<file path="config.mk">
export PLATFORM = sky130hd
export DESIGN_NAME = note_judge
export DESIGN_NICKNAME = d
export VERILOG_FILES = /design/src/rtl/ddr_pkg.sv /design/src/rtl/note_slot.sv /design/src/rtl/note_judge.sv
export SDC_FILE = /design/constraint.sdc
export NUM_CORES = 1
export LEC_CHECK = 0
export ABC_AREA = 1
export CAP_MARGIN = 20
export CORE_MARGIN = 2
export CORE_UTILIZATION = 40
export DETAILED_ROUTE_END_ITERATION = 6
export SLEW_MARGIN = 20
export SYNTH_ARGS = -nofsm -noshare
export SYNTH_HDL_FRONTEND = slang
export SYNTH_HIERARCHICAL = 1
export SYNTH_SLANG_ARGS = --single-unit
</file>
<file path="constraint.sdc">
create_clock -name clk -period 13.5 [get_ports clk]
set_clock_uncertainty 0.05 [all_clocks]
set_input_delay 2.025 -clock clk [delete_from_list [all_inputs] [get_ports clk]]
set_output_delay 2.025 -clock clk [all_outputs]
set_load 0.01 [all_outputs]
</file>
<file path="src/rtl/ddr_pkg.sv">
// ---------------------------------------------------------------------------
// ddr_pkg
// Shared definitions for the note judging block: slot geometry, lane bit
// indices, special lane masks, slot state encoding, score weights and the
// retire arbiter helper.
// No ports (package).
// ---------------------------------------------------------------------------
package ddr_pkg;

   localparam int SLOTS   = 8;
   localparam int Y_WIDTH = 10;

   // Lane bit positions inside a 4-bit lane mask / key vector.
   localparam int LANE_L = 0;
   localparam int LANE_D = 1;
   localparam int LANE_U = 2;
   localparam int LANE_R = 3;

   // A spawn carrying every lane marks the end of the song; an empty mask
   // is a pure refill request that retires immediately.
   localparam logic [3:0] LANE_END  = 4'hF;
   localparam logic [3:0] LANE_NONE = 4'h0;

   localparam logic [15:0] SCORE_PERFECT = 16'd10;
   localparam logic [15:0] SCORE_GOOD    = 16'd5;

   typedef enum logic [1:0] {
      ST_IDLE     = 2'd0,
      ST_FALLING  = 2'd1,
      ST_RESOLVED = 2'd2
   } slot_state_e;

   // Isolate the lowest set bit: lowest-index slot wins the retire port.
   function automatic logic [SLOTS-1:0] lowest_one(input logic [SLOTS-1:0] req);
      return req & (~req + {{(SLOTS-1){1'b0}}, 1'b1});
   endfunction

endpackage

</file>
<file path="src/rtl/note_slot.sv">
// ---------------------------------------------------------------------------
// note_slot
// One falling-note slot: IDLE -> FALLING -> RESOLVED -> IDLE. Holds the lane
// mask, the still-pending key mask and the vertical position, and reports a
// hit or miss in the cycle the slot resolves.
// Ports:
//   clk, rst        clock, async active-low reset
//   spawn_edge      rising edge of this slot's spawn request
//   lane            lane mask presented with the spawn
//   animate         frame tick, advances y while falling
//   key_edge        rising edges of the four player keys
//   retire          this slot holds the retire port this cycle
//   active          slot is falling
//   y               current vertical position
//   resolve_next    slot will be RESOLVED after the coming edge
//   hit, perfect    slot resolves as a hit this cycle (perfect = inner window)
//   miss            slot resolves as a miss this cycle
//   song_end        end-of-song spawn seen this cycle
// ---------------------------------------------------------------------------
module note_slot
   import ddr_pkg::*;
#(
   parameter int FALL_STEP  = 2,
   parameter int HIT_Y      = 400,
   parameter int HIT_WINDOW = 16,
   parameter int MISS_Y     = 440
) (
   input  logic               clk,
   input  logic               rst,
   input  logic               spawn_edge,
   input  logic [3:0]         lane,
   input  logic               animate,
   input  logic [3:0]         key_edge,
   input  logic               retire,
   output logic               active,
   output logic [Y_WIDTH-1:0] y,
   output logic               resolve_next,
   output logic               hit,
   output logic               perfect,
   output logic               miss,
   output logic               song_end
);

   localparam logic [Y_WIDTH:0]   HIT_Y_V  = (Y_WIDTH+1)'(HIT_Y);
   localparam logic [Y_WIDTH:0]   WINDOW_V = (Y_WIDTH+1)'(HIT_WINDOW);
   localparam logic [Y_WIDTH:0]   HALF_V   = (Y_WIDTH+1)'(HIT_WINDOW / 2);
   localparam logic [Y_WIDTH-1:0] MISS_V   = Y_WIDTH'(MISS_Y);
   localparam logic [Y_WIDTH-1:0] STEP_V   = Y_WIDTH'(FALL_STEP);

   slot_state_e        state_r, state_s;
   logic [3:0]         lane_r, lane_s;
   logic [3:0]         pending_r, pending_s;
   logic [Y_WIDTH-1:0] y_r, y_s;

   logic signed [Y_WIDTH:0] diff_s;
   logic [Y_WIDTH:0]        dist_s;
   logic [Y_WIDTH:0]        y_sum_s;
   logic [Y_WIDTH-1:0]      y_step_s;
   logic                    in_window_s;
   logic                    in_perfect_s;

   // Distance to the hit line is taken one bit wider and signed so notes
   // above and below the line compare correctly.
   assign diff_s       = $signed({1'b0, y_r}) - $signed(HIT_Y_V);
   assign dist_s       = diff_s[Y_WIDTH] ? $unsigned(-diff_s) : $unsigned(diff_s);
   assign in_window_s  = (dist_s <= WINDOW_V);
   assign in_perfect_s = (dist_s <= HALF_V);

   // Fall step saturates at the bottom of the coordinate range.
   assign y_sum_s  = {1'b0, y_r} + {1'b0, STEP_V};
   assign y_step_s = y_sum_s[Y_WIDTH] ? {Y_WIDTH{1'b1}} : y_sum_s[Y_WIDTH-1:0];

   // Next-state, pending-mask and position update for the slot.
   always_comb begin
      state_s   = state_r;
      lane_s    = lane_r;
      pending_s = pending_r;
      y_s       = y_r;
      hit       = 1'b0;
      perfect   = 1'b0;
      miss      = 1'b0;
      song_end  = 1'b0;
      case (state_r)
         ST_IDLE: begin
            if (spawn_edge) begin
               if (lane == LANE_END) begin
                  song_end = 1'b1;
               end else begin
                  lane_s    = lane;
                  pending_s = lane;
                  y_s       = {Y_WIDTH{1'b0}};
                  if (lane == LANE_NONE) begin
                     state_s = ST_RESOLVED;
                  end else begin
                     state_s = ST_FALLING;
                  end
               end
            end else begin
               state_s = ST_IDLE;
            end
         end
         ST_FALLING: begin
            // Judging uses the registered y, so an animate tick in the same
            // cycle never shifts a note into or out of the window.
            if (pending_r == 4'h0) begin
               hit     = 1'b1;
               perfect = in_perfect_s;
               state_s = ST_RESOLVED;
            end else if (y_r >= MISS_V) begin
               miss    = 1'b1;
               state_s = ST_RESOLVED;
            end else begin
               if (in_window_s) begin
                  pending_s = pending_r & ~(key_edge & lane_r);
               end else begin
                  pending_s = pending_r;
               end
               if (animate) begin
                  y_s = y_step_s;
               end else begin
                  y_s = y_r;
               end
            end
         end
         ST_RESOLVED: begin
            if (retire) begin
               state_s = ST_IDLE;
            end else begin
               state_s = ST_RESOLVED;
            end
         end
         default: begin
            state_s = ST_IDLE;
         end
      endcase
   end

   // Slot state register.
   always_ff @(posedge clk or negedge rst) begin
      if (!rst) begin
         state_r   <= ST_IDLE;
         lane_r    <= 4'h0;
         pending_r <= 4'h0;
         y_r       <= {Y_WIDTH{1'b0}};
      end else begin
         state_r   <= state_s;
         lane_r    <= lane_s;
         pending_r <= pending_s;
         y_r       <= y_s;
      end
   end

   assign active       = (state_r == ST_FALLING);
   assign y            = y_r;
   assign resolve_next = (state_s == ST_RESOLVED);

endmodule

</file>
<file path="src/rtl/note_judge.sv">
// ---------------------------------------------------------------------------
// note_judge
// Consumer end of the note spawn/despawn interface. Tracks SLOTS falling
// notes, judges key presses against the hit line, accumulates score/combo
// and retires resolved slots one at a time back to the spawner.
// Ports:
//   clk, rst     clock, async active-low reset
//   animate      frame tick
//   note_spawn   per-slot spawn request (rising edge starts the slot)
//   locations    4-bit lane mask per slot, slot i at [4i+3:4i]
//   keys         player buttons, level, L/D/U/R = bits 0..3
//   noteAction   one-hot retire pulse to the spawner
//   slot_active  slot i falling
//   slot_y       packed y per slot
//   hit_pulse    a hit was judged
//   miss_pulse   a miss was judged
//   score        saturating score
//   combo        consecutive hits, saturating
//   song_end     sticky end-of-song flag
// ---------------------------------------------------------------------------
module note_judge
   import ddr_pkg::*;
#(
   parameter int FALL_STEP  = 2,
   parameter int HIT_Y      = 400,
   parameter int HIT_WINDOW = 16,
   parameter int MISS_Y     = 440
) (
   input  logic                       clk,
   input  logic                       rst,
   input  logic                       animate,
   input  logic [SLOTS-1:0]           note_spawn,
   input  logic [4*SLOTS-1:0]         locations,
   input  logic [3:0]                 keys,
   output logic [SLOTS-1:0]           noteAction,
   output logic [SLOTS-1:0]           slot_active,
   output logic [SLOTS*Y_WIDTH-1:0]   slot_y,
   output logic                       hit_pulse,
   output logic                       miss_pulse,
   output logic [15:0]                score,
   output logic [7:0]                 combo,
   output logic                       song_end
);

   logic [3:0]       keys_q_r;
   logic [SLOTS-1:0] spawn_q_r;
   logic [3:0]       key_edge_s;
   logic [SLOTS-1:0] spawn_edge_s;

   logic [SLOTS-1:0] resolve_next_s;
   logic [SLOTS-1:0] hit_s;
   logic [SLOTS-1:0] perfect_s;
   logic [SLOTS-1:0] miss_s;
   logic [SLOTS-1:0] song_end_s;

   logic [SLOTS-1:0] note_action_r;
   logic             hit_pulse_r;
   logic             miss_pulse_r;
   logic [15:0]      score_r, score_s;
   logic [7:0]       combo_r, combo_s;
   logic             song_end_r;

   logic [3:0]       hit_cnt_s;
   logic [16:0]      add_s;
   logic [16:0]      score_sum_s;
   logic [8:0]       combo_sum_s;

   assign key_edge_s   = keys & ~keys_q_r;
   assign spawn_edge_s = note_spawn & ~spawn_q_r;

   for (genvar i = 0; i < SLOTS; i++) begin : g_slot
      note_slot #(
         .FALL_STEP  (FALL_STEP),
         .HIT_Y      (HIT_Y),
         .HIT_WINDOW (HIT_WINDOW),
         .MISS_Y     (MISS_Y)
      ) u_slot (
         .clk          (clk),
         .rst          (rst),
         .spawn_edge   (spawn_edge_s[i]),
         .lane         (locations[4*i +: 4]),
         .animate      (animate),
         .key_edge     (key_edge_s),
         .retire       (note_action_r[i]),
         .active       (slot_active[i]),
         .y            (slot_y[i*Y_WIDTH +: Y_WIDTH]),
         .resolve_next (resolve_next_s[i]),
         .hit          (hit_s[i]),
         .perfect      (perfect_s[i]),
         .miss         (miss_s[i]),
         .song_end     (song_end_s[i])
      );
   end

   // Sum every hit resolving this cycle; any miss breaks the combo after
   // those hits are counted.
   always_comb begin
      hit_cnt_s = 4'd0;
      add_s     = 17'd0;
      for (int i = 0; i < SLOTS; i++) begin
         if (hit_s[i]) begin
            hit_cnt_s = hit_cnt_s + 4'd1;
            if (perfect_s[i]) begin
               add_s = add_s + {1'b0, SCORE_PERFECT};
            end else begin
               add_s = add_s + {1'b0, SCORE_GOOD};
            end
         end else begin
            hit_cnt_s = hit_cnt_s;
         end
      end
      score_sum_s = {1'b0, score_r} + add_s;
      combo_sum_s = {1'b0, combo_r} + {5'd0, hit_cnt_s};
      if (score_sum_s[16]) begin
         score_s = 16'hFFFF;
      end else begin
         score_s = score_sum_s[15:0];
      end
      if (|miss_s) begin
         combo_s = 8'd0;
      end else if (combo_sum_s[8]) begin
         combo_s = 8'hFF;
      end else begin
         combo_s = combo_sum_s[7:0];
      end
   end

   // Edge detect, retire arbitration and judged-result registers. The
   // arbiter looks at next-state so the grant is visible in the first cycle
   // a slot is RESOLVED; the granted slot returns to IDLE on the edge that
   // ends the pulse and therefore never wins twice.
   always_ff @(posedge clk or negedge rst) begin
      if (!rst) begin
         keys_q_r      <= 4'h0;
         spawn_q_r     <= {SLOTS{1'b0}};
         note_action_r <= {SLOTS{1'b0}};
         hit_pulse_r   <= 1'b0;
         miss_pulse_r  <= 1'b0;
         score_r       <= 16'd0;
         combo_r       <= 8'd0;
         song_end_r    <= 1'b0;
      end else begin
         keys_q_r      <= keys;
         spawn_q_r     <= note_spawn;
         note_action_r <= lowest_one(resolve_next_s);
         hit_pulse_r   <= |hit_s;
         miss_pulse_r  <= |miss_s;
         score_r       <= score_s;
         combo_r       <= combo_s;
         song_end_r    <= song_end_r | (|song_end_s);
      end
   end

   assign noteAction = note_action_r;
   assign hit_pulse  = hit_pulse_r;
   assign miss_pulse = miss_pulse_r;
   assign score      = score_r;
   assign combo      = combo_r;
   assign song_end   = song_end_r;

endmodule
</file>
Word level (Yosys, flattened, before mapping)
Index checks and enable logic that the tools add are counted.
- input port bits: 47
- bits in registers: 207
- word-level logic and storage cells: 565
- $add $sub $neg: 48
- muxes and demuxes: 275
- equal/unequal tests: 80
- bitwise logic cells: 39
- reduce and logical (&&, ||, !) cells: 59
- magnitude comparators: 24
- operator list (kind ; count):
    two-way mux 10 bit ; 48
    two-way mux 17 bit ; 15
    two-way mux 4 bit ; 48
    case mux 10 bit (2 select lines) ; 8
    adder 17 x 3 -> 17 bit, second input constant ; 7
    adder 17 x 4 -> 17 bit, second input constant ; 7
    two-way mux 2 bit ; 48
    inequality test 2 bit, second input constant ; 48
    AND reduction 6 bit ; 16
    adder 10 x 2 -> 11 bit, second input constant ; 8
    <= comparator 11 x 4 -> 1 bit, second input constant ; 8
    <= comparator 11 x 5 -> 1 bit, second input constant ; 8
    two-way mux 11 bit ; 8
    negator 11 bit ; 8
    subtractor 10 x 9 -> 11 bit, second input constant ; 8
    two-way mux 1 bit ; 81
    >= comparator 10 x 9 -> 1 bit, second input constant ; 8
    AND 4 bit ; 17
    logical NOT 4 bit ; 16
    case mux 4 bit (2 select lines) ; 8
    case mux 2 bit (3 select lines) ; 8
    NOT 4 bit ; 9
    == test 2 bit, second input constant ; 16
    == test 4 bit, second input constant ; 8
    15 further kinds ; 61

Depth between registers and ports, before layout
Gate-level depths: netlist (run 1).
- depth in word-level cells: 31
- mapped depth: 68

Cells and area by module
The synthesis (run 1) kept the hierarchy.
- by module, submodules not included (module ; cells each ; sequential area each (sq um) ; area an instance (sq um) ; instances):
    note_slot (g_slot[0].u_slot ...) ; 227 ; 500.5 ; 1550.2 ; 7
    note_judge ; 667 ; 1176.1 ; 4500.6 ; 1
    note_slot (g_slot[7].u_slot) ; 218 ; 500.5 ; 1620.3 ; 1

Worst setup path before layout (run 1)
OpenSTA, ideal clock, no wires.
- kind: reg-to-reg
- from: reg g_slot[0].u_slot.y_r[4]
- to: reg score_r[13], in the netlist score[13]
- data required time: 13.312 ns
- buffers on the path: 1
- stages on the path, launching flop included: 59
- data arrival time: 8.032 ns
- setup time: 0.138 ns
- slack: 5.280 ns
- path through: dfrtp_1 > inv_2 > ha_1 > nand2_4 > a21oi_4 > nand3_1 > nand2_1 > nand2_1 > nor2_1 > nand3_2 > nor3_1 > nand2_2 > nand2_1 > nand2_1 > nand2_1 > nand2_1 > ha_1 > nand2_1 > [... 23 more ...] > fa_1 > nand2_1 > inv_1 > o21ai_0 > nand2_1 > a21oi_1 > o21bai_1 > a21oi_1 > o21bai_1 > a21oi_1 > inv_1 > a21oi_1 > inv_1 > nand2_1 > nand2_1 > nand3b_1 > clkbuf_1 > nand3_1
- longest elaborated chain between the ends: 31
- RTL lines (element ; RTL line ; source):
    start: declaration ; note_slot.sv:53 ; logic [Y_WIDTH-1:0] y_r, y_s;
    start signal: assignment ; note_slot.sv:144 ; y_r <= {Y_WIDTH{1'b0}};
    start signal: assignment ; note_slot.sv:149 ; y_r <= y_s;
    subtractor 10 x 9 -> 11 bit (*) ; note_slot.sv:64 ; assign diff_s = $signed({1'b0, y_r}) - $signed(HIT_Y_V);
    negator 11 bit ; note_slot.sv:65 ; assign dist_s = diff_s[Y_WIDTH] ? $unsigned(-diff_s) : $unsigned(diff_s);
    two-way mux 11 bit (*) ; note_slot.sv:65 ;
    <= comparator 11 x 4 -> 1 bit (*) ; note_slot.sv:67 ; assign in_perfect_s = (dist_s <= HALF_V);
    two-way mux 1 bit (*) ; note_slot.sv:105 ; if (pending_r == 4'h0) begin
    two-way mux 1 bit (*) ; note_slot.sv:83 ; case (state_r)
    via perfect_s[0] ; note_judge.sv:52 ; logic [SLOTS-1:0] perfect_s;
    two-way mux 4 bit (*) ; note_judge.sv:103 ; if (perfect_s[i]) begin
    [... 17 more ...] ; n/a ;
    two-way mux 17 bit ; note_judge.sv:103 ;
    two-way mux 17 bit (*) ; note_judge.sv:101 ; if (hit_s[i]) begin
    adder 17 x 3 -> 17 bit or adder 17 x 4 -> 17 bit (tied branches) ; note_judge.sv:106, note_judge.sv:104 ;
    two-way mux 17 bit ; note_judge.sv:103 ;
    two-way mux 17 bit (*) ; note_judge.sv:101 ;
    adder 16 x 17 -> 17 bit (*) ; note_judge.sv:112 ; score_sum_s = {1'b0, score_r} + add_s;
    two-way mux 16 bit (*) ; note_judge.sv:114 ; if (score_sum_s[16]) begin
    via score_s[13] ; note_judge.sv:59 ; logic [15:0] score_r, score_s;
    end signal: assignment ; note_judge.sv:148 ; score_r <= score_s;
    end: declaration ; note_judge.sv:59 ;
Mark *: on every way through the listed nets, which the timed path passes. The rest lies on a longest branch.
A chain may end at the register's enable or synchronous reset.

Worst setup path in the final report (run 1)
- from: reg g_slot[1].u_slot.state_r[0]
- to: reg score_r[10], in the netlist score[10]
- RTL lines (element ; RTL line ; source):
    start: declaration ; note_slot.sv:50 ; slot_state_e state_r, state_s;
    start signal: assignment ; note_slot.sv:146 ; state_r <= state_s;
    == test 2 x 1 -> 1 bit (*) ; note_slot.sv:83 ;
    two-way mux 1 bit (*) ; note_slot.sv:83 ;
    via hit_s[1] ; note_judge.sv:51 ; logic [SLOTS-1:0] hit_s;
    two-way mux 17 bit (*) ; note_judge.sv:101 ;
    adder 17 x 3 -> 17 bit or adder 17 x 4 -> 17 bit (tied branches) ; note_judge.sv:106, note_judge.sv:104 ;
    two-way mux 17 bit ; note_judge.sv:103 ;
    two-way mux 17 bit (*) ; note_judge.sv:101 ;
    adder 17 x 3 -> 17 bit or adder 17 x 4 -> 17 bit (tied branches) ; note_judge.sv:106, note_judge.sv:104 ;
    [... 9 more ...] ; n/a ;
    two-way mux 17 bit ; note_judge.sv:103 ;
    two-way mux 17 bit (*) ; note_judge.sv:101 ;
    adder 17 x 3 -> 17 bit or adder 17 x 4 -> 17 bit (tied branches) ; note_judge.sv:106, note_judge.sv:104 ;
    two-way mux 17 bit ; note_judge.sv:103 ;
    two-way mux 17 bit (*) ; note_judge.sv:101 ;
    adder 16 x 17 -> 17 bit (*) ; note_judge.sv:112 ;
    two-way mux 16 bit (*) ; note_judge.sv:114 ;
    via score_s[10] ; note_judge.sv:59 ;
Marked as above.

==> summary.txt, run 1 <==
Status
  • Status: complete, no violations

Drt
  • Iter 0 DRT Violations: 1023
  • Router iterations before antenna repair: 5
  • Via/cell ratio: just over 5
  • Routed vias: 16.46k
  • Final WL: 45.90 mm
  • Drt wl/cell: 14.24 um
  • DRC: 0
  • ANT nets after route: 0

Setup path
  • Most used cell, CP: nand2_1
  • CP startpoint kind: flop
  • Crit end category: flop
  • Worst endpoint data arrival time: 9.88 ns
  • Slowest stage cell, crit path: nor3_1
  • Crit path required time: 13.84 ns
  • Crit path kind: reg -> reg
  • Max FO, Critical Path: 15
  • CP peak stage delay: ~0.7 ns

GRT
  • Initial antenna violation count: 0
  • Gr usage total: 21.06%
  • Remaining Overflow, GRT: 0
  • First-pass GRT wire length: 77.39 mm
  • Vias in the first global route: 15.88k
  • Pin count of the biggest net entering global routing: 90

Yosys
  • Mean Syn Cell Area: 6.860 sq um
  • Asr flop ratio synth: 100.0%
  • Area contributors post-synth: dfrtp_1 31%, nand2_1 15%, inv_1 7.0%, nand3_1 6.5%, ha_1 6.0%
  • Cell taking the most area after synthesis: dfrtp_1
  • Sequential area share after synthesis: between 30% and 40%
  • #FFs+latches synth: approximately 210
  • Ys Warns: 6
  • Mapped Area: 0.01697 sq mm
  • Ys flop type: dfrtp_1
  • Count of different cell masters after synthesis: between 50 and 60
  • Top cell type's share of synthesized area: 30.52%
  • Mapped Cells: roughly 2.5k
  • Post-synth EDFFs: 0

Placement
  • Routability Congestion: 0.9289
  • IO buf count: 169
  • Placed Cells: 3175
  • Post-Place Setup Slack: 4.040 ns
  • HPWL Detailed: approximately 36 mm

Floorplanning
  • IO Count: 170
  • Initial core utilization: between 40 and 50%
  • Core Rows: 75
  • Die width: approximately 210 um
  • Area of the core: 0.04195 sq mm
  • Die Footprint: roughly 0.044 sq mm
  • Die height: 210.0 um

CTS
  • Root Buffer Master: clkbuf_16
  • Setup bufs post-CTS: 0
  • Inserted Clock Buffers: 27
  • Post_cts resized: 0
  • Reg clk slew, reported paths: ~0.060 ns
  • Sink Count: 207
  • Post-CTS Hold Buffers: 0
  • Latest clock arrival within the worst-skew pair: 0.55 ns
  • Max Root-Sink Buffers: 3
  • CTS tree: built
  • CTS H-tree lvls: 1

STA
  • Worst Setup Slack, final: 3.954 ns
  • Fmax: 104.8 MHz
  • Minimum clock period: between 9 and 10 ns
  • Final worst path period share: 70.71%
  • Slew headroom: 29.95%
  • RSZ-0062 raised after global routing: false
  • Fin. max-slew vios: 0
  • Fin Setup TNS: 0 ns
  • Final setup vio count: 0
  • Measured slew at the worst slew-check pin: 1.043 ns
  • Fin. Hold Viols: 0

Final layout
  • Antenna Cells: 0
  • Fill count: 4158
  • P&R area growth vs syn: 19.17%
  • Non-Filler Instances: 3224
  • Fin nets: 2796
  • Reg area: between 0.005 and 0.006 sq mm
  • Area taken by multi-input logic gates: 0.01024 sq mm
  • Layout cell share with drive strength beyond 1: between 10% and 20%

Job
  • Maxcap violations: 0

Worst hold path
  • Hold WC Path Type: reg -> reg

Power and ir drop
  • Max IR drop VDD: 104.1 uV
  • P_leak: 10.32 nW
  • Pwr dens: 175.6 mW/mm^2
report_power, final:
group          leakage [nW]  internal [W]  switching [W]
Clock                 0.471      0.000490       0.000286
Sequential             2.69      0.000807       0.000164
Combinational          7.16      0.000683        0.00112
Total                  10.3       0.00198        0.00157
cell usage in the layout, fill, tap and decap left out, types with 47 or more instances in the layout:
cell type          n
inv_1            317
nand2_1          693
nand2_2           59
o21ai_1           80
ha_1              82
o21ai_0           88
dfrtp_1          207
nor2_1           270
clkdlybuf4s50_1  168
nand3_1          221
nor3_1            47
critical path, delay by kind of cell (launching register included):
family,cells,cell delay (ns)
AOI/OAI and AO/OA,13,2.09
adders and majority gates,7,2.29
buffers and inverters,11,1.01
DFF,1,0.41
and+or+nand+nor,22,3.51
through the flow:
stage	hold slack [ns]	power [W]	util, %	instance area (sq um)
after floorplan	0.3917	0.002292	-	16980
after global placement	0.4055	0.002745	45.92	19260
after detailed placement	0.4092	0.002785	45.92	19260
after CTS	0.4249	0.003588	48.22	20230
after global routing	0.4588	0.003893	48.22	20230
final	0.4189	0.003551	48.22	20230
cells in the mapped netlist, types with 9 or more instances:
cell type / n
nand4_1: 44
inv_2: 29
o2111ai_1: 16
xor2_1: 41
nand3_1: 221
nor2_2: 9
o21ai_1: 80
nand2_2: 59
nand3_2: 25
nor2_1: 270
nor3_1: 47
inv_1: 317
clkinv_2: 15
nand2_1: 693
o21ai_0: 88
a21oi_1: 37
o22ai_1: 30
dfrtp_1: 207
buf_6: 10
nand2_4: 29
o21bai_1: 9
nor4_1: 21
xnor2_1: 9
ha_1: 82
nor2_4: 15
final cells by class:
type,count,area share [%]
clock buffer,40,4.027
inverter,367,6.978
sequential,207,25.61
clock inverter,9,0.7423
tap,539,3.334
timing repair buffer,177,8.685
multi-input combinational,1885,50.62
cells by family (layout without fill, tap and decap cells):
family | Yosys count | in the layout | share of synthesized area (%)
simple gates | 1451 | 1451 | 39.99
buf+inv | 383 | 593 | 9.171
compound gates | 295 | 295 | 11.09
flops | 207 | 207 | 30.52
fa+ha+maj | 84 | 84 | 6.281
xor+xnor | 53 | 53 | 2.934
other cells | 1 | 2 | 0.02209
metal layers:
layer	part of all wire, %	GRT usage [%]	vias up	wire (um)
li1	-	-	8398	-
met1	47	28.45	7615	21540
met2	46	35.12	370	20990
met3	4.6	3.039	77	2101
met4	2.8	6.163	0	1267
met5	0	0	-	0
registers in the layout, summed over array words and instances (netlist names):
signal and count:
song_end 1, score 16, g_slot.u_slot/state_r 16, miss_pulse 1, hit_pulse 1, noteAction 8
keys_q_r 4, g_slot.u_slot/pending_r 32, g_slot.u_slot/y 80, combo 8, g_slot.u_slot/lane_r 32, spawn_q_r 8
worst paths after layout:
kind	start	to	slack (ns)	cells past startpoint
min in group asynchronous	rst	g_slot[7].u_slot/y[8]$_DFFE_PN0P_	1.39	1
hold reg to reg	g_slot[2].u_slot/lane_r[3]$_DFFE_PN0P_	g_slot[2].u_slot/lane_r[3]$_DFFE_PN0P_	0.42	2
setup reg to reg	g_slot[1].u_slot/state_r[0]$_DFF_PN0_	score[10]$_DFF_PN0_	3.95	53
max in group asynchronous	rst	g_slot[1].u_slot/pending_r[1]$_DFFE_PN0P_	10.53	2
hold / removal	g_slot[2].u_slot/lane_r[3]$_DFFE_PN0P_	g_slot[2].u_slot/lane_r[3]$_DFFE_PN0P_	0.42	2
setup / recovery	g_slot[1].u_slot/state_r[0]$_DFF_PN0_	score[10]$_DFF_PN0_	3.95	53
Power figures use the tool's default switching activity.
==> run 2: changes to the inputs <==
==> constraint.sdc (replaced) <==
create_clock -name clk -period 8.09 [get_ports clk]
set_clock_uncertainty 0.05 [all_clocks]
set_input_delay 1.2135 -clock clk [delete_from_list [all_inputs] [get_ports clk]]
set_output_delay 1.2135 -clock clk [all_outputs]
set_load 0.01 [all_outputs]
==> run 2 against run 1 <==
Sequential share of layout area fell by 1.2 points. Clock-buffer cell count is 2 higher. First-iteration DRC count fell by 8.7%. Global-route usage up 0.48 points. Setup slack got worse by 3.6 ns. Routed wire length up 4.7%. Register-to-register slack got worse by 3.6 ns. Combinational power rose by 93%. Via count grew 3.3%. Flip-flop and latch count unchanged. Die area unchanged. Sequential power rose by 66%.
==> summary.txt, run 2 (synthesized netlist as in run 1, its figures left out) <==
CTS
  • Post-CTS Hold Buffers: 0 (unchanged)
  • Inserted Clock Buffers: 28 (+3.7%)
  • Latest clock arrival within the worst-skew pair: 0.57 ns (+0.02 ns)
  • Max Root-Sink Buffers: 3 (unchanged)
  • Sink Count: 207 (unchanged)
  • CTS H-tree lvls: 1 (unchanged)
  • CTS tree: built
  • Root Buffer Master: clkbuf_16
  • Reg clk slew, reported paths: 0.06 ns (about the same)

Drt
  • Routed vias: 17.01k (+3.3%)
  • Via/cell ratio: 5.165 (+1.2%)
  • Drt wl/cell: 14.59 um (+2.5%)
  • Iter 0 DRT Violations: 934 (-8.7%)
  • Router iterations before antenna repair: 6 (+1)
  • DRC: 0 (unchanged)
  • ANT nets after route: 0 (unchanged)
  • Final WL: 48.04 mm (+4.7%)

Power and ir drop
  • P_leak: 10.74 nW (+4.1%)
  • Pwr dens: 303.9 mW/mm^2 (+73%)
  • Combinational Power Share: 53.9% (+3.1 points)
  • Power share of the clock group: 21.1% (-0.8 points)
  • Reg power frac: 25.0% (-2.3 points)
  • Internal power: 0.003621 W (+83%)
  • Max IR drop VDD: 138.5 uV (+33%)
  • Total power: 0.006450 W (+82%)
  • Net Sw Power: 0.002829 W (+80%)
  • Sw Share: 43.85% (-0.38 points)

Setup path
  • Slowest stage cell, crit path: dfrtp_1
  • Crit path required time: 8.53 ns (-5.31 ns)
  • Crit end category: flop
  • Worst endpoint data arrival time: 8.20 ns (-1.68 ns)
  • CP Launch Point: g_slot[0].u_slot/y[4]$_DFFE_PN0P_
  • Critical path buffers and inverters: 8 (-3)
  • Max FO, Critical Path: 7 (-8)
  • Worst path top cell family by delay: simple AND/OR/NAND/NOR gates
  • Most used cell, CP: nand2_2
  • CP peak stage delay: 0.39 ns (-0.31 ns)
  • Reg-to-Reg Start: g_slot[0].u_slot/y[4]$_DFFE_PN0P_
  • Crit path kind: reg -> reg
  • CP startpoint kind: flop

STA
  • Measured slew at the worst slew-check pin: 1.171 ns (+0.1281 ns)
  • Final worst path period share: 95.84% (+25 points)
  • Fin Setup TNS: 0 ns (unchanged)
  • Slew headroom: 21.35% (-8.6 points)
  • Fmax: 129.0 MHz (+23%)
  • Fin. Hold Viols: 0 (unchanged)
  • Minimum clock period: 7.753 ns (-1.792 ns)
  • Fin. max-slew vios: 0 (unchanged)
  • RSZ-0062 raised after global routing: true
  • Final setup vio count: 0 (unchanged)

Worst hold path
  • Hold Crit Start: g_slot[3].u_slot/lane_r[3]$_DFFE_PN0P_
  • Hold WC Path Type: reg -> reg

Placement
  • Routability Congestion: 0.9083 (-2.2%)
  • HPWL Detailed: 36.33 mm (+1.9%)
  • IO buf count: 169 (unchanged)

Job
  • Maxcap violations: 0 (unchanged)

GRT
  • Pin count of the biggest net entering global routing: 94 (+4.4%)
  • First-pass GRT wire length: 79.10 mm (+2.2%)
  • Vias in the first global route: 16.46k (+3.7%)
  • Remaining Overflow, GRT: 0 (unchanged)
  • Gr usage total: 21.54% (+0.48 points)
  • Initial antenna violation count: 1 (+1)

Floorplanning
  • Die width: 210.0 um (unchanged)
  • Area of the core: 0.04195 sq mm (unchanged)
  • Initial core utilization: 40.46% (unchanged)
  • IO Count: 170 (unchanged)
  • Die height: 210.0 um (unchanged)
  • Core Rows: 75 (unchanged)
  • Die Footprint: 0.04410 sq mm (unchanged)

Status
  • Status: complete, no violations

Final layout
  • Max FFs per register: 80 (unchanged)
  • Commonest non-fill, non-tap cell in the layout: nand2_1
  • Commonest cells after routing, fill and taps aside: 670 x nand2_1, 307 x inv_1, 266 x nor2_1
  • Final Util: 50.60% (+2.4 points)
  • Layout cell share with drive strength beyond 1: 15.26% (+4.9 points)
  • Fin nets: 2862 (+2.4%)
  • Fill count: 4123 (-0.84%)
  • P&R area growth vs syn: 25.06%
-- run 2: cell count changes in the layout (fill, tap and decap cells not counted), moves of 9 or more --
cell	before	now
inv_1	317	307
ha_4	0	14
buf_4	8	68
ha_1	82	68
nand3_1	221	212
nand2_1	693	670
nand2_2	59	78
-- run 2: metal layers --
layer	global-route usage [%]	up-vias	wire [um]
li1	-	8523	-
met1	27.72	8018	21340
met2	37.66	381	23220
met3	3.099	86	2148
met4	6.138	0	1334
met5	0	-	0
-- run 2: path summary, 6_finish.rpt --
| path | cells after the start | slack [ns] | to |
|---|---|---|---|
| min reg2reg | 2 | 0.42 | g_slot[3].u_slot/lane_r[3]$_DFFE_PN0P_ |
| max reg2reg | 66 | 0.34 | score[15]$_DFF_PN0_ |
| min in group asynchronous | 1 | 0.61 | g_slot[5].u_slot/y[5]$_DFFE_PN0P_ |
| min | 2 | 0.42 | g_slot[3].u_slot/lane_r[3]$_DFFE_PN0P_ |
| max | 66 | 0.34 | score[15]$_DFF_PN0_ |
| max in group asynchronous | 2 | 5.93 | g_slot[4].u_slot/lane_r[1]$_DFFE_PN0P_ |
-- run 2: layout make-up --
| type | count | area (sq um) | area share [%] |
|---|---|---|---|
| multi-input combinational | 1885 | 10670 | 50.24 |
| sequential | 207 | 5181 | 24.41 |
| timing repair buffer | 242 | 2263 | 10.66 |
| inverter | 367 | 1420 | 6.690 |
| clock buffer | 42 | 844.6 | 3.979 |
| tap | 539 | 674.4 | 3.177 |
| clock inverter | 10 | 175.2 | 0.8252 |
| antenna | 1 | 2.502 | 0.01179 |
-- run 2: what timing repair did --
action / CTS / global route
buffers inserted: 10 / 19
pin swaps: 15 / 71
gates resized for setup: 21 / 86
setup endpoints to repair: 16 / 16
-- run 2: worst register-to-register path: cells and delay by family (launching register included) --
family          cells  cell delay (ns)
buf+inv             8             0.63
compound gates      9             1.09
flops               1             0.39
simple gates       40             3.52
fa+ha+maj           9             2.04
-- run 2: stage by stage --
stage | setup WS (ns) | instance area [sq um] | cells | hold WS (ns)
finish | 0.3368 | 21230 | 3293 | 0.4241
detailed placement | -0.2358 | 19550 | 3212 | 0.4107
CTS | 0.002465 | 20730 | 3274 | 0.4281
global route | -0.2271 | 21230 | 3293 | 0.4543
floorplan | 0.02181 | 16990 | 2475 | 0.3917
global placement | 0.09204 | 19550 | 3212 | 0.4047
-- run 2: power groups by stage --
| stage | clock network (W) | logic, W | registers, W |
|---|---|---|---|
| finish | 0.00136 | 0.00347 | 0.00161 |
| floorplan | 0 | 0.00222 | 0.00161 |
| CTS | 0.00141 | 0.00316 | 0.00161 |
| global placement | 0 | 0.00301 | 0.00162 |
| global route | 0.00144 | 0.00390 | 0.00166 |
| detailed placement | 0 | 0.00309 | 0.00163 |
==> run 3: changes to the inputs <==
==> constraint.sdc (replaced) <==
create_clock -name clk -period 7.5 [get_ports clk]
set_clock_uncertainty 0.05 [all_clocks]
set_input_delay 1.125 -clock clk [delete_from_list [all_inputs] [get_ports clk]]
set_output_delay 1.125 -clock clk [all_outputs]
set_load 0.01 [all_outputs]
==> run 3 against run 2 <==
The run now ends with negative setup slack left. Cell count rose by 1.4%. Combinational power rose by 10%. Hold slack hardly changed. Global-route usage fell by 0.27 points.
==> summary.txt, run 3 (synthesized netlist as in run 1, its figures left out) <==
Status
  • Status: finished with violations
  • Failing checks: negative setup slack

Power and ir drop
  • Net Sw Power: 0.003025 W (+7.0%)
  • Combinational Power Share: 56.1% (+2.2 points)
  • Reg power frac: 25.6% (+0.6 points)
  • Power share of the clock group: 18.3% (-2.8 points)
  • P_leak: 10.88 nW (+1.3%)
  • Internal power: 0.003795 W (+4.8%)
  • Max IR drop VDD: 182.5 uV (+32%)
  • Total power: 0.006820 W (+5.7%)
  • Pwr dens: 318.0 mW/mm^2 (+4.6%)
  • Sw Share: 44.36% (+0.50 points)

Setup path
  • Most used cell, CP: nand2_2
  • Crit end category: flop
  • Crit path required time: 7.88 ns (-0.65 ns)
  • Worst endpoint data arrival time: 8.03 ns (-0.17 ns)
  • CP startpoint kind: flop
  • Max FO, Critical Path: 7 (unchanged)
  • CP Launch Point: g_slot[0].u_slot/y[4]$_DFFE_PN0P_
  • Reg-to-Reg Start: g_slot[0].u_slot/y[4]$_DFFE_PN0P_
  • Crit path kind: reg -> reg
  • Slowest stage cell, crit path: dfrtp_2
  • CP peak stage delay: 0.42 ns (+0.03 ns)

CTS
  • Sink Count: 207 (unchanged)
  • CTS H-tree lvls: 1 (unchanged)
  • CTS tree: built
  • Inserted Clock Buffers: 27 (-3.6%)
  • Root Buffer Master: clkbuf_16
  • Post-CTS Hold Buffers: 0 (unchanged)
  • Reg clk slew, reported paths: 0.06 ns (about the same)
  • Latest clock arrival within the worst-skew pair: 0.55 ns (-0.02 ns)
  • Max Root-Sink Buffers: 3 (unchanged)

Floorplanning
  • Die Footprint: 0.04410 sq mm (unchanged)
  • Core Rows: 75 (unchanged)
  • Die height: 210.0 um (unchanged)
  • Die width: 210.0 um (unchanged)
  • IO Count: 170 (unchanged)
  • Area of the core: 0.04195 sq mm (unchanged)
  • Initial core utilization: 40.46% (unchanged)

STA
  • Slew headroom: 26.71% (+5.4 points)
  • Final setup vio count: 16 (+16)
  • Fin. Hold Viols: 0 (unchanged)
  • RSZ-0062 raised after global routing: true
  • Measured slew at the worst slew-check pin: 1.093 ns (-0.07807 ns)
  • Minimum clock period: 7.657 ns (-0.09583 ns)
  • Final worst path period share: 102.1% (+6.3 points)
  • Fmax: 130.6 MHz (+1.3%)
  • Worst Setup Slack, final: -0.1573 ns (-0.4942 ns)
  • Fin. max-slew vios: 0 (unchanged)

Drt
  • Routed vias: 16.84k (-1.0%)
  • Final WL: 47.07 mm (-2.0%)
  • DRC: 0 (unchanged)
  • Iter 0 DRT Violations: 980 (+4.9%)
  • Via/cell ratio: 5.041 (-2.4%)
  • Router iterations before antenna repair: 5 (-1)
  • ANT nets after route: 0 (unchanged)
  • Drt wl/cell: 14.09 um (-3.4%)

Job
  • Maxcap violations: 0 (unchanged)

GRT
  • First-pass GRT wire length: 78.40 mm (-0.88%)
  • Gr usage total: 21.27% (-0.27 points)
  • Pin count of the biggest net entering global routing: 83 (-12%)
  • Remaining Overflow, GRT: 0 (unchanged)
  • Initial antenna violation count: 0 (-1)
  • Vias in the first global route: 16.39k (-0.40%)

Placement
  • IO buf count: 169 (unchanged)
  • Routability Congestion: 0.8914 (-1.9%)
  • HPWL Detailed: 36.59 mm (+0.72%)

Final layout
  • Commonest non-fill, non-tap cell in the layout: nand2_1
  • Fin nets: 2913 (+1.8%)
  • Antenna Cells: 0 (-1)
  • Commonest cells after routing, fill and taps aside: 671 x nand2_1, 308 x inv_1, 265 x nor2_1
  • Max FFs per register: 80 (unchanged)
  • P&R area growth vs syn: 26.37%
  • Fill count: 4147 (+0.58%)
  • Layout cell share with drive strength beyond 1: 16.71% (+1.5 points)
  • Final Util: 51.13% (+0.53 points)

Worst hold path
  • Hold WC Path Type: reg -> reg
  • Hold Crit Start: g_slot[3].u_slot/lane_r[2]$_DFFE_PN0P_
run 3: area by class of cell:
| cell class | count | area [sq um] | area share [%] |
|---|---|---|---|
| multi-input combinational | 1885 | 10680 | 49.81 |
| inverter | 367 | 1425 | 6.645 |
| clock inverter | 9 | 70.07 | 0.3267 |
| tap | 539 | 674.4 | 3.144 |
| timing repair buffer | 294 | 2643 | 12.32 |
| clock buffer | 39 | 770.7 | 3.594 |
| sequential | 207 | 5182 | 24.16 |
run 3: what timing repair did:
item | in CTS | in global routing
buffers inserted | 14 | 8
gates resized for setup | 19 | 39
hold endpoints to repair | 0 | 0
pin swaps | 33 | 42
endpoints found under the setup margin | 16 | 16
run 3: per-layer routing:
| layer | wire [um] | vias to the layer above | global-route usage [%] |
|---|---|---|---|
| li1 | - | 8631 | - |
| met2 | 22540 | 337 | 37.61 |
| met3 | 1723 | 69 | 2.875 |
| met5 | 0 | - | 0 |
| met4 | 1067 | 0 | 5.258 |
| met1 | 21740 | 7800 | 27.46 |
run 3: final timing paths:
kind                                                          end  slack, ns  depth (start not counted)
min in group asynchronous       g_slot[7].u_slot/y[6]$_DFFE_PN0P_       0.52                          1
setup reg to reg                              score[15]$_DFF_PN0_      -0.16                         60
setup / recovery                              score[15]$_DFF_PN0_      -0.16                         60
hold reg to reg            g_slot[3].u_slot/lane_r[2]$_DFFE_PN0P_       0.42                          2
max in group asynchronous       g_slot[1].u_slot/y[4]$_DFFE_PN0P_       5.40                          2
hold / removal             g_slot[3].u_slot/lane_r[2]$_DFFE_PN0P_       0.42                          2
run 3: power by group through the flow:
stage / sequential (W) / clock [W] / combinational, W
finish: 0.00174 / 0.00125 / 0.00383
global route: 0.00179 / 0.00133 / 0.00432
CTS: 0.00174 / 0.00129 / 0.00369
detailed placement: 0.00176 / 0 / 0.00362
global placement: 0.00175 / 0 / 0.00355
floorplan: 0.00174 / 0 / 0.00251
run 3: critical path, delay by kind of cell (launching register included):
family / cells / cell delay [ns]
buffers and inverters: 6 / 0.41
AOI/OAI and AO/OA: 12 / 1.60
DFF: 1 / 0.42
and+or+nand+nor: 34 / 3.07
adders and majority gates: 8 / 1.95
run 3: per-stage QoR:
stage	area (sq um)	worst slack, ns	setup TNS, ns	std cells	hold slack (ns)
detailed placement	20230	-0.1993	-2.259	3270	0.4118
CTS	21220	-0.1078	-0.4700	3332	0.4257
global placement	20230	-0.05594	-0.3508	3270	0.4073
global route	21450	-0.7160	-9.910	3340	0.4442
floorplan	17240	-0.006183	-0.01237	2475	0.3917
finish	21450	-0.1573	-1.509	3340	0.4240
